[src/rtl/p17_bulk_mux_pkg.sv]
// Shared header field widths, FSM state types and the burst-length clamp
// for the bulk channel mux.
package p17_bulk_mux_pkg;

    localparam int HDR_CH_W  = 3;
    localparam int HDR_LEN_W = 5;

    typedef enum logic [1:0] {
        I_IDLE,
        I_HDR,
        I_DATA
    } in_st_t;

    typedef enum logic [1:0] {
        O_HDR,
        O_DATA,
        O_DROP
    } out_st_t;

    function automatic logic [HDR_LEN_W-1:0] clamp_len(
        input logic [HDR_LEN_W-1:0] len,
        input logic [HDR_LEN_W-1:0] lmax
    );
        return (len > lmax) ? lmax : len;
    endfunction

endpackage

[src/rtl/p17_bulk_chan_mux_if.sv]
// Byte-stream link between the channel mux (master) and bulk_endp (slave):
// the IN path toward the endpoint and the OUT path coming back.
interface p17_bulk_chan_mux_if;
    import p17_bulk_mux_pkg::*;

    logic [HDR_CH_W+HDR_LEN_W-1:0] ep_in_data_o;
    logic                          ep_in_valid_o;
    logic                          ep_in_ready_i;
    logic [HDR_CH_W+HDR_LEN_W-1:0] ep_out_data_i;
    logic                          ep_out_valid_i;
    logic                          ep_out_ready_o;

    modport master (
        output ep_in_data_o,
        output ep_in_valid_o,
        input  ep_in_ready_i,
        input  ep_out_data_i,
        input  ep_out_valid_i,
        output ep_out_ready_o
    );

    modport slave (
        input  ep_in_data_o,
        input  ep_in_valid_o,
        output ep_in_ready_i,
        output ep_out_data_i,
        output ep_out_valid_i,
        input  ep_out_ready_o
    );

endinterface

[src/rtl/p17_rr_arb.sv]
// Channel arbiter: round-robin from ptr upward with wrap, or fixed priority
// (lowest index wins, ptr ignored) when BULK_MUX_PRIO_EN is defined.
module p17_rr_arb #(
    parameter int NUM_CH = 4,
    parameter int IW     = (NUM_CH > 1) ? $clog2(NUM_CH) : 1
) (
    input  logic [NUM_CH-1:0] req,
    input  logic [IW-1:0]     ptr,
    output logic [NUM_CH-1:0] gnt,
    output logic [IW-1:0]     idx
);

`ifdef BULK_MUX_PRIO_EN
    always_comb begin
        idx = '0;
        for (int i = NUM_CH - 1; i >= 0; i--) begin
            if (req[IW'(i)]) idx = IW'(i);
        end
        gnt = '0;
        if (|req) gnt[idx] = 1'b1;
    end
`else
    int          c;
    logic [IW-1:0] ci;
    logic        found;

    always_comb begin
        idx   = '0;
        found = 1'b0;
        c     = 0;
        ci    = '0;
        for (int i = 0; i < NUM_CH; i++) begin
            c = int'(ptr) + i;
            if (c >= NUM_CH) c = c - NUM_CH;
            ci = IW'(c);
            if (!found && req[ci]) begin
                found = 1'b1;
                idx   = ci;
            end
        end
        gnt = '0;
        if (found) gnt[idx] = 1'b1;
    end
`endif

endmodule

[src/rtl/p17_bulk_chan_mux.sv]
// Frames up to 8 app byte streams onto one bulk_endp FIFO pair and routes
// framed OUT data back by header channel. BULK_MUX_PRIO_EN: fixed priority.
module p17_bulk_chan_mux
    import p17_bulk_mux_pkg::*;
#(
    parameter int NUM_CH    = 4,
    parameter int MAX_BURST = 16
) (
    input  logic                  app_clk_i,
    input  logic                  rstn,
    input  logic [8*NUM_CH-1:0]   ch_in_data_i,
    input  logic [NUM_CH-1:0]     ch_in_valid_i,
    input  logic [5*NUM_CH-1:0]   ch_in_len_i,
    output logic [NUM_CH-1:0]     ch_in_ready_o,
    output logic [8*NUM_CH-1:0]   ch_out_data_o,
    output logic [NUM_CH-1:0]     ch_out_valid_o,
    input  logic [NUM_CH-1:0]     ch_out_ready_i,
    p17_bulk_chan_mux_if.master   ep,
    output logic                  bad_ch_o
);

    localparam int IW = (NUM_CH > 1) ? $clog2(NUM_CH) : 1;
    localparam logic [HDR_LEN_W-1:0] LMAX = HDR_LEN_W'(MAX_BURST - 1);
    localparam logic [HDR_CH_W:0]    NCH  = (HDR_CH_W + 1)'(NUM_CH);

    in_st_t               in_st;
    logic [IW-1:0]        g;
    logic [IW-1:0]        ptr;
    logic [IW-1:0]        arb_idx;
    logic [NUM_CH-1:0]    arb_gnt;
    logic [HDR_LEN_W-1:0] in_len;
    logic [HDR_LEN_W-1:0] in_cnt;
    logic [HDR_LEN_W-1:0] len_sel;
    logic                 in_hs;

    out_st_t              o_st;
    logic                 out_en;
    logic [IW-1:0]        o_idx;
    logic [HDR_LEN_W-1:0] o_cnt;
    logic [HDR_CH_W-1:0]  hdr_ch;
    logic [HDR_LEN_W-1:0] hdr_len;
    logic                 o_hs;

    p17_rr_arb #(
        .NUM_CH(NUM_CH),
        .IW    (IW)
    ) u_arb (
        .req(ch_in_valid_i),
        .ptr(ptr),
        .gnt(arb_gnt),
        .idx(arb_idx)
    );

    assign len_sel = ch_in_len_i[int'(arb_idx)*HDR_LEN_W +: HDR_LEN_W];
    assign in_hs   = (in_st == I_DATA) & ep.ep_in_valid_o & ep.ep_in_ready_i;

    always_ff @(posedge app_clk_i or negedge rstn) begin
        if (!rstn) begin
            in_st  <= I_IDLE;
            g      <= '0;
            in_len <= '0;
            in_cnt <= '0;
        end else begin
            unique case (in_st)
                I_IDLE: if (|arb_gnt) begin
                    g      <= arb_idx;
                    in_len <= clamp_len(len_sel, LMAX);
                    in_st  <= I_HDR;
                end
                I_HDR: if (ep.ep_in_ready_i) begin
                    in_cnt <= in_len;
                    in_st  <= I_DATA;
                end
                I_DATA: if (in_hs) begin
                    if (in_cnt == '0) in_st <= I_IDLE;
                    else              in_cnt <= in_cnt - 1'b1;
                end
                default: in_st <= I_IDLE;
            endcase
        end
    end

`ifndef BULK_MUX_PRIO_EN
    // Pointer moves past the channel that just finished its frame.
    always_ff @(posedge app_clk_i or negedge rstn) begin
        if (!rstn) begin
            ptr <= '0;
        end else if (in_hs && in_cnt == '0) begin
            ptr <= (g == IW'(NUM_CH - 1)) ? '0 : g + 1'b1;
        end
    end
`else
    assign ptr = '0;
`endif

    always_comb begin
        ep.ep_in_valid_o = 1'b0;
        ep.ep_in_data_o  = '0;
        ch_in_ready_o    = '0;
        unique case (in_st)
            I_HDR: begin
                ep.ep_in_valid_o = 1'b1;
                ep.ep_in_data_o  = {HDR_CH_W'(g), in_len};
            end
            I_DATA: begin
                ep.ep_in_valid_o = ch_in_valid_i[g];
                ep.ep_in_data_o  = ch_in_data_i[int'(g)*8 +: 8];
                ch_in_ready_o[g] = ep.ep_in_ready_i & ch_in_valid_i[g];
            end
            default: ;
        endcase
    end

    assign hdr_ch  = ep.ep_out_data_i[HDR_LEN_W +: HDR_CH_W];
    assign hdr_len = ep.ep_out_data_i[HDR_LEN_W-1:0];
    assign o_hs    = ep.ep_out_valid_i & ep.ep_out_ready_o;

    // out_en keeps ep_out_ready_o low while reset is held.
    always_ff @(posedge app_clk_i or negedge rstn) begin
        if (!rstn) begin
            out_en   <= 1'b0;
            o_st     <= O_HDR;
            o_idx    <= '0;
            o_cnt    <= '0;
            bad_ch_o <= 1'b0;
        end else begin
            out_en <= 1'b1;
            unique case (o_st)
                O_HDR: if (o_hs) begin
                    o_cnt <= hdr_len;
                    o_idx <= IW'(hdr_ch);
                    if ({1'b0, hdr_ch} >= NCH) begin
                        bad_ch_o <= 1'b1;
                        o_st     <= O_DROP;
                    end else begin
                        o_st <= O_DATA;
                    end
                end
                O_DATA, O_DROP: if (o_hs) begin
                    if (o_cnt == '0) o_st <= O_HDR;
                    else             o_cnt <= o_cnt - 1'b1;
                end
                default: o_st <= O_HDR;
            endcase
        end
    end

    always_comb begin
        ep.ep_out_ready_o = 1'b0;
        ch_out_valid_o    = '0;
        unique case (o_st)
            O_HDR, O_DROP: ep.ep_out_ready_o = out_en;
            O_DATA: begin
                ch_out_valid_o[o_idx] = ep.ep_out_valid_i;
                ep.ep_out_ready_o     = ch_out_ready_i[o_idx];
            end
            default: ;
        endcase
    end

    assign ch_out_data_o = out_en ? {NUM_CH{ep.ep_out_data_i}} : '0;

endmodule

[src/flat_wrapper.sv]
// flat-port wrapper written by rule: the top's interface ports become plain ports
module p17_bulk_chan_mux_flat import p17_bulk_mux_pkg::*;
#(
    parameter int NUM_CH    = 4,
    parameter int MAX_BURST = 16
)
  (app_clk_i, rstn, ch_in_data_i, ch_in_valid_i, ch_in_len_i, ch_in_ready_o, ch_out_data_o, ch_out_valid_o, ch_out_ready_i, bad_ch_o, ep_ep_in_data_o, ep_ep_in_valid_o, ep_ep_in_ready_i, ep_ep_out_data_i, ep_ep_out_valid_i, ep_ep_out_ready_o);
  p17_bulk_chan_mux_if ep_i ();
  input  logic app_clk_i;
  input  logic rstn;
  input  logic [8*NUM_CH-1:0] ch_in_data_i;
  input  logic [NUM_CH-1:0] ch_in_valid_i;
  input  logic [5*NUM_CH-1:0] ch_in_len_i;
  output logic [NUM_CH-1:0] ch_in_ready_o;
  output logic [8*NUM_CH-1:0] ch_out_data_o;
  output logic [NUM_CH-1:0] ch_out_valid_o;
  input  logic [NUM_CH-1:0] ch_out_ready_i;
  output logic bad_ch_o;
  output wire logic [$bits(ep_i.ep_in_data_o)-1:0] ep_ep_in_data_o;
  output wire logic [$bits(ep_i.ep_in_valid_o)-1:0] ep_ep_in_valid_o;
  input wire logic [$bits(ep_i.ep_in_ready_i)-1:0] ep_ep_in_ready_i;
  input wire logic [$bits(ep_i.ep_out_data_i)-1:0] ep_ep_out_data_i;
  input wire logic [$bits(ep_i.ep_out_valid_i)-1:0] ep_ep_out_valid_i;
  output wire logic [$bits(ep_i.ep_out_ready_o)-1:0] ep_ep_out_ready_o;
  assign ep_ep_in_data_o = ep_i.ep_in_data_o;
  assign ep_ep_in_valid_o = ep_i.ep_in_valid_o;
  assign ep_i.ep_in_ready_i = ep_ep_in_ready_i;
  assign ep_i.ep_out_data_i = ep_ep_out_data_i;
  assign ep_i.ep_out_valid_i = ep_ep_out_valid_i;
  assign ep_ep_out_ready_o = ep_i.ep_out_ready_o;
  p17_bulk_chan_mux #(.NUM_CH(NUM_CH), .MAX_BURST(MAX_BURST)) u_core (.app_clk_i(app_clk_i), .rstn(rstn), .ch_in_data_i(ch_in_data_i), .ch_in_valid_i(ch_in_valid_i), .ch_in_len_i(ch_in_len_i), .ch_in_ready_o(ch_in_ready_o), .ch_out_data_o(ch_out_data_o), .ch_out_valid_o(ch_out_valid_o), .ch_out_ready_i(ch_out_ready_i), .ep(ep_i), .bad_ch_o(bad_ch_o));
endmodule
[config.mk]
export PLATFORM = sky130hd
export DESIGN_NAME = p17_bulk_chan_mux_flat
export DESIGN_NICKNAME = d
export VERILOG_FILES = /design/src/rtl/p17_bulk_mux_pkg.sv /design/src/rtl/p17_bulk_chan_mux_if.sv /design/src/rtl/p17_rr_arb.sv /design/src/rtl/p17_bulk_chan_mux.sv /design/src/flat_wrapper.sv
export SDC_FILE = /design/constraint.sdc
export NUM_CORES = 1
export LEC_CHECK = 0
export CAP_MARGIN = 20
export CORE_MARGIN = 2
export CORE_UTILIZATION = 44
export CTS_CLUSTER_SIZE = 14
export DETAILED_ROUTE_END_ITERATION = 6
export GPL_ROUTABILITY_DRIVEN = 0
export GPL_TIMING_DRIVEN = 0
export HOLD_SLACK_MARGIN = 0.08
export PLACE_DENSITY = 0.86
export SLEW_MARGIN = 20
export SYNTH_ARGS = -nofsm -noshare
export SYNTH_HDL_FRONTEND = slang
export SYNTH_SLANG_ARGS = --single-unit
export TNS_END_PERCENT = 100
[constraint.sdc]
create_clock -name app_clk_i -period 3.7 [get_ports app_clk_i]
set_input_delay 0.37 -clock app_clk_i [delete_from_list [all_inputs] [get_ports app_clk_i]]
set_output_delay 0.37 -clock app_clk_i [all_outputs]
set_load 0.005 [all_outputs]
* After elaboration in Yosys (flattened, before gate mapping) *
Index checks and enable logic that the tools add are counted.

storage, ports and cells
  bits in latches = 0
  input bits = 72
  output and inout bits = 51
  bits in registers = 27
  memory bits (writable) = 0
  ROM bits = 0
  logic and storage cells = 142
  memories kept = 0

operators by class
  add/sub/neg operators = 10
  multipliers = 1
  muxes and demuxes = 57
  reductions and logical operators = 26
  div/mod/pow operators = 0
  bitwise operators = 6
  equal/unequal tests = 14
  shift operators = 2
  order comparisons = 16

operators by type and width
  kind                                                                                  number
  5-bit two-way mux                                                                     7
  2-bit two-way mux                                                                     17
  32-bit two-way mux                                                                    1
  20-bit by 32-bit indexed part select with 5-bit output                                1
  32-bit by 6-bit indexed part select with 8-bit output                                 1
  2-bit by 3-bit < comparator with 1-bit output (second input constant)                 7
  5-bit one-hot mux with 2 select lines                                                 2
  8-bit one-hot mux with 2 select lines                                                 1
  1-bit two-way mux                                                                     13
  1-bit binary-select mux with 2-bit select                                             6
  3-bit greater-or-equal comparator (second input constant)                             4
  4-bit two-way mux                                                                     3
  4-bit AND reduction                                                                   3
  5-bit logical NOT                                                                     2
  2-bit by 1-bit != test with 1-bit output (second input constant)                      5
  5-bit by 1-bit subtractor with 5-bit output (second input constant)                   2
  4-bit AND                                                                             2
  2-bit != test (second input constant)                                                 4
  2-bit by 1-bit subtractor with 2-bit output (second input constant)                   4
  1-bit logical AND                                                                     7
  2-bit by 2-bit adder with 3-bit output (second input constant)                        2
  1-bit demux with 2-bit select                                                         3
  2-bit equality test (second input constant)                                           3
  2-bit by 1-bit greater-or-equal comparator with 1-bit output (second input constant)  3
  other kinds (17)                                                                      29

* Logic depth before layout (Yosys ltp) *
  word-level depth = 22
  mapped depth = 8
  mapped depth without buffers = 7

* Hierarchy *
From an unflattened synthesis, not the netlist that was laid out.

unflattened totals
  cell total of the unflattened synthesis = 275
  area, all modules = 2642.5 µm²

modules (own cells, without submodules)
  module             cells each  area an instance (µm²)  sequential area each (µm²)  times used
  p17_bulk_chan_mux  244         2444.8                  675.6                       1
  p17_rr_arb         31          197.7                   0.0                         1

* Least setup slack after synthesis *
No wires, ideal clock.

  kind = register to register
  start point = register u_core.o_st[0]
  end point = register u_core.o_idx[0]
  buffers on the path = 0
  library setup time = 125 ps
  path slack = 1612 ps
  required time = 3575 ps
  arrival time = 1963 ps
  period minus slack after synthesis = 2088 ps
  cell stages (with the launch flop) = 8
  path through = dfrtp_1 inv_1 ha_1 or2_2 a222oi_1 and2b_1 nand2_1 mux2_2

on the way
  cells in the longest elaborated chain, start to end = 5
  elaborated cells on any way between the ends = 7
  those cells by class = eq/ne (2); mux (1); bitwise (1); reduce/logical (3)

RTL lines
  what                                                      line                                                text
  from (decl)                                               p17_bulk_chan_mux.sv:36                             out_st_t o_st;
  from (signal assigned)                                    p17_bulk_chan_mux.sv:122                            o_st <= O_HDR;
  from (signal assigned)                                    p17_bulk_chan_mux.sv:134                            o_st <= O_DROP;
  from (signal assigned)                                    p17_bulk_chan_mux.sv:136                            o_st <= O_DATA;
  2-bit equality test or 2-bit logical NOT (tied branches)  p17_bulk_chan_mux.sv:151, p17_bulk_chan_mux.sv:128
  2-bit OR reduction                                        p17_bulk_chan_mux.sv:151                            unique case (o_st)
  1-bit one-hot mux with 2 select lines                     p17_bulk_chan_mux.sv:151
  1-bit AND                                                 p17_bulk_chan_mux.sv:116                            assign o_hs = ep.ep_out_valid_i & ep.ep_out_ready_o;
  2-bit AND reduction (no source line) (*)                  n/a
  to (signal assigned)                                      p17_bulk_chan_mux.sv:131                            o_idx <= IW'(hdr_ch);
  to (decl)                                                 p17_bulk_chan_mux.sv:38                             logic [IW-1:0] o_idx;

Every way passes the cells marked *; elsewhere a longest branch is shown, timed or not.
A chain may end at the register's enable or synchronous reset.

* Worst setup path in the final report *
  start point = register u_core.in_st[0]
  end point = output port ch_in_ready_o[3]

on the way
  cells in the longest elaborated chain, start to end = 2

RTL lines
  what                    line                      text
  from (decl)             p17_bulk_chan_mux.sv:26   in_st_t in_st;
  from (signal assigned)  p17_bulk_chan_mux.sv:59   in_st <= I_IDLE;
  from (signal assigned)  p17_bulk_chan_mux.sv:68   in_st <= I_HDR;
  from (signal assigned)  p17_bulk_chan_mux.sv:72   in_st <= I_DATA;
  2-bit equality test     p17_bulk_chan_mux.sv:100  unique case (in_st)
  4-bit two-way mux       p17_bulk_chan_mux.sv:100
  to (decl)               flat_wrapper.sv:14        output logic [NUM_CH-1:0] ch_in_ready_o;

No other way between the ends.

==> results by group <==
Timing
  – Final setup vio count: 0
  – Worst rel slew slack: between 50% and 60%
  – Final Skew: between 0.005 and 0.006 ns
  – Slew Viols, Final: 0
  – F_max: 349 MHz
  – Min Tclk post-route: 2.87 ns
  – RSZ-0062 raised after global routing: no
  – Final Hold Violating Endpoints: 0
  – Worst-Margin Slew: between 0.6 and 0.7 ns
  – Ratio of final minimum period to clock period: between 70% and 80%
  – Setup TNS: 0 ns

Synth
  – Synth unique cells: slightly above 50
  – Register area share after synthesis: about 27%
  – Syn Area/Cell: between 8 and 9 um^2
  – Syn Std Cell Area: 2490 um^2
  – Asr flop ratio synth: 100%
  – Synth Register Bits: 27
  – Number of synthesized flops with an enable pin: 0
  – Ys flop type: dfrtp_1
  – Cells after Synth: approximately 290
  – Syn nets: around 370
  – Yosys warnings: 0

Clocking
  – Root Driver: clkbuf_8
  – Total CTS buffers: 3
  – CTS tree: built
  – Clock slew at reported path FFs: around 0.10 ns
  – Clock sinks: 27
  – H-tree depth: 1
  – # Post-CTS Setup Buffers: 0
  – Hold_buf cts: 0
  – Post-CTS sizing: 0
  – Clock Latency Late Sink: 0.27 ns
  – Clock buffer depth: 2

Floorplanning
  – Full die area: about 6300 um^2
  – Horiz. Die Dim: 79.2 um
  – Row count: 27
  – Die height: just under 80 um
  – Initial core utilization: between 40 and 50%
  – Core area: ~5500 um^2
  – Top Ports: about 120

GRT
  – GRT overflow: 0
  – GRT Overall Usage: a little under a quarter
  – Pin count of the biggest net entering global routing: 28
  – Vias in the first global route: about 2700
  – First-pass GRT wire length: approximately 11 mm
  – Initial antenna violation count: 0

Routing
  – DRC Markers: 0
  – Pre-Repair DR Iteration Count: 4
  – Total wire length: ~6.9 mm
  – DR WL/cell: about 14 um
  – Via density per instance: roughly 5.4
  – Post-route ant nets: 0
  – DRC marker count from the first detailed-route iteration: 95
  – Via count: 2605

Final layout
  – Nets@finish: 500
  – Synth-to-layout area growth: 54.3%
  – Fraction of layout cells with a size suffix above 1: 14.1%
  – Filler cells: 450
  – Commonest non-fill, non-tap cell in the layout: clkdlybuf4s50_1
  – Most frequent cells in the layout: 121 x clkdlybuf4s50_1, 27 x nor2_1, 27 x dfrtp_1
  – Antenna fix cells: 0

Placed design
  – Port bufs: 122
  – Dpl hpwl: 5.72 mm

Pwr
  – Combinational power share: between 60% and 70%
  – Internal power: between 1 and 1.5 mW
  – Final Power: 1.91 mW
  – Leak: around 1.6 nW
  – PwrDens: 496 nW/um^2
  – Maximum VDD drop: about 0.32 mV
  – Sequential Power Share: between 20% and 30%
  – Clock power frac: 8.8%
  – Switching pwr: approximately 0.8 mW
  – Net Sw Frac: 42.1%

Setup path
  – Reg2reg path depth: 7
  – Worst setup path end: ch_in_ready_o[3]
  – Worst R2R Start: u_core.o_st[0]
  – Worst EP arrival: about 2.5 ns
  – Crit. End Element: output port
  – Crit-path max FO: 10
  – Critical R2R Capture: u_core.o_idx[0]
  – Worst Setup Start Kind: flip-flop
  – Worst Path Required: roughly 3.3 ns
  – Reg2reg setup slack: around 1.4 ns
  – Critical path type: reg2out
  – Worst Setup SP: u_core.in_st[0]

Outcome
  – Status: finished clean

Run
  – Max Cap Violations: 0

Min path
  – Hold Crit Class: in2async
-- metrics by stage --
| step | cells | setup WS [ns] | cell area, um^2 | utilization [%] | hold slack [ns] |
|---|---|---|---|---|---|
| 2_1_floorplan | 286 | 1.61 | 2490 | - | 0.0744 |
| 3_3_place_gp | 480 | 1.05 | 3800 | 69.5 | 0.456 |
| 3_5_place_dp | 480 | 1.02 | 3800 | 69.4 | 0.413 |
| 4_1_cts | 484 | 0.827 | 3840 | 70.2 | 0.110 |
| 5_1_grt | 484 | 0.566 | 3840 | 70.2 | 0.138 |
| 6_report | 484 | 0.833 | 3840 | 70.2 | 0.0967 |
-- layout make-up --
| cell class | instances | area, um^2 | area share [%] |
|---|---|---|---|
| inverter | 19 | 71.3 | 1.86 |
| clock buffer | 3 | 41.3 | 1.07 |
| timing repair buffer | 122 | 1220 | 31.7 |
| multi-input combinational | 207 | 1520 | 39.5 |
| clock inverter | 1 | 5.00 | 0.130 |
| sequential | 27 | 676 | 17.6 |
| buffer | 33 | 226 | 5.89 |
| tap | 72 | 90.1 | 2.34 |
-- metal layers --
metal	track usage (%)	wire (um)	up-vias
met5	0	0	-
met4	7.93	133	0
met3	5.34	586	12
met2	42.8	3630	111
met1	24.4	2560	1211
li1	-	-	1271
-- registers in the layout (all words and copies together) (netlist names) --
name	count
u_core.o_cnt	5
u_core.in_cnt	5
u_core.bad_ch_o	1
u_core.o_st	2
u_core.out_en	1
u_core.g	2
u_core.in_len	5
u_core.ptr	2
u_core.o_idx	2
u_core.in_st	2
-- power groups by stage --
stage	clock (mW)	combinational, mW	sequential, mW
after floorplan	0	0.810	0.489
after global placement	0	1.18	0.518
after detailed placement	0	1.22	0.521
after CTS	0.174	1.23	0.518
after global routing	0.187	1.37	0.537
final	0.168	1.22	0.522
-- cell families after synthesis --
family	share of synthesized area, %
other	0.151
AOI/OAI and AO/OA	16.2
DFF	27.1
and+or+nand+nor	24.8
muxes	12.3
buffers and inverters	12.0
adders and majority gates	7.54
-- worst min path at each step --
stage,to,slack (ns)
3_3_place_gp,u_core.bad_ch_o,0.46
2_1_floorplan,u_core.bad_ch_o,0.07
3_5_place_dp,u_core.g[1],0.41
4_1_cts,u_core.in_st[1],0.11
6_report,u_core.g[1],0.1
5_1_grt,u_core.in_len[4],0.14
-- synthesized netlist by cell type (all sizes together) (6+ instances only) --
cell    count  area share, %
inv        19            2.9
nand2      14            2.1
a21oi      15            3.0
a22oi       6            1.8
nand2b      7            1.8
o21ai      15            3.2
and2       13            3.3
dfrtp      27             27
nor4       13            3.3
buf        28            8.3
ha         15            7.5
nand3       6            1.4
mux4        8            7.2
o22a        6            2.1
nor2       27            4.1
mux2        9            4.2
-- worst max-delay path, cell delays in order, from the launching register on --
cell             delay (ns)
dfrtp_1                0.41
inv_1                  0.09
ha_1                   0.14
clkbuf_1               0.27
clkbuf_1               0.40
and3_1                 0.28
and2_1                 0.14
clkdlybuf4s50_1        0.51
(Power assumes the default switching activity.)
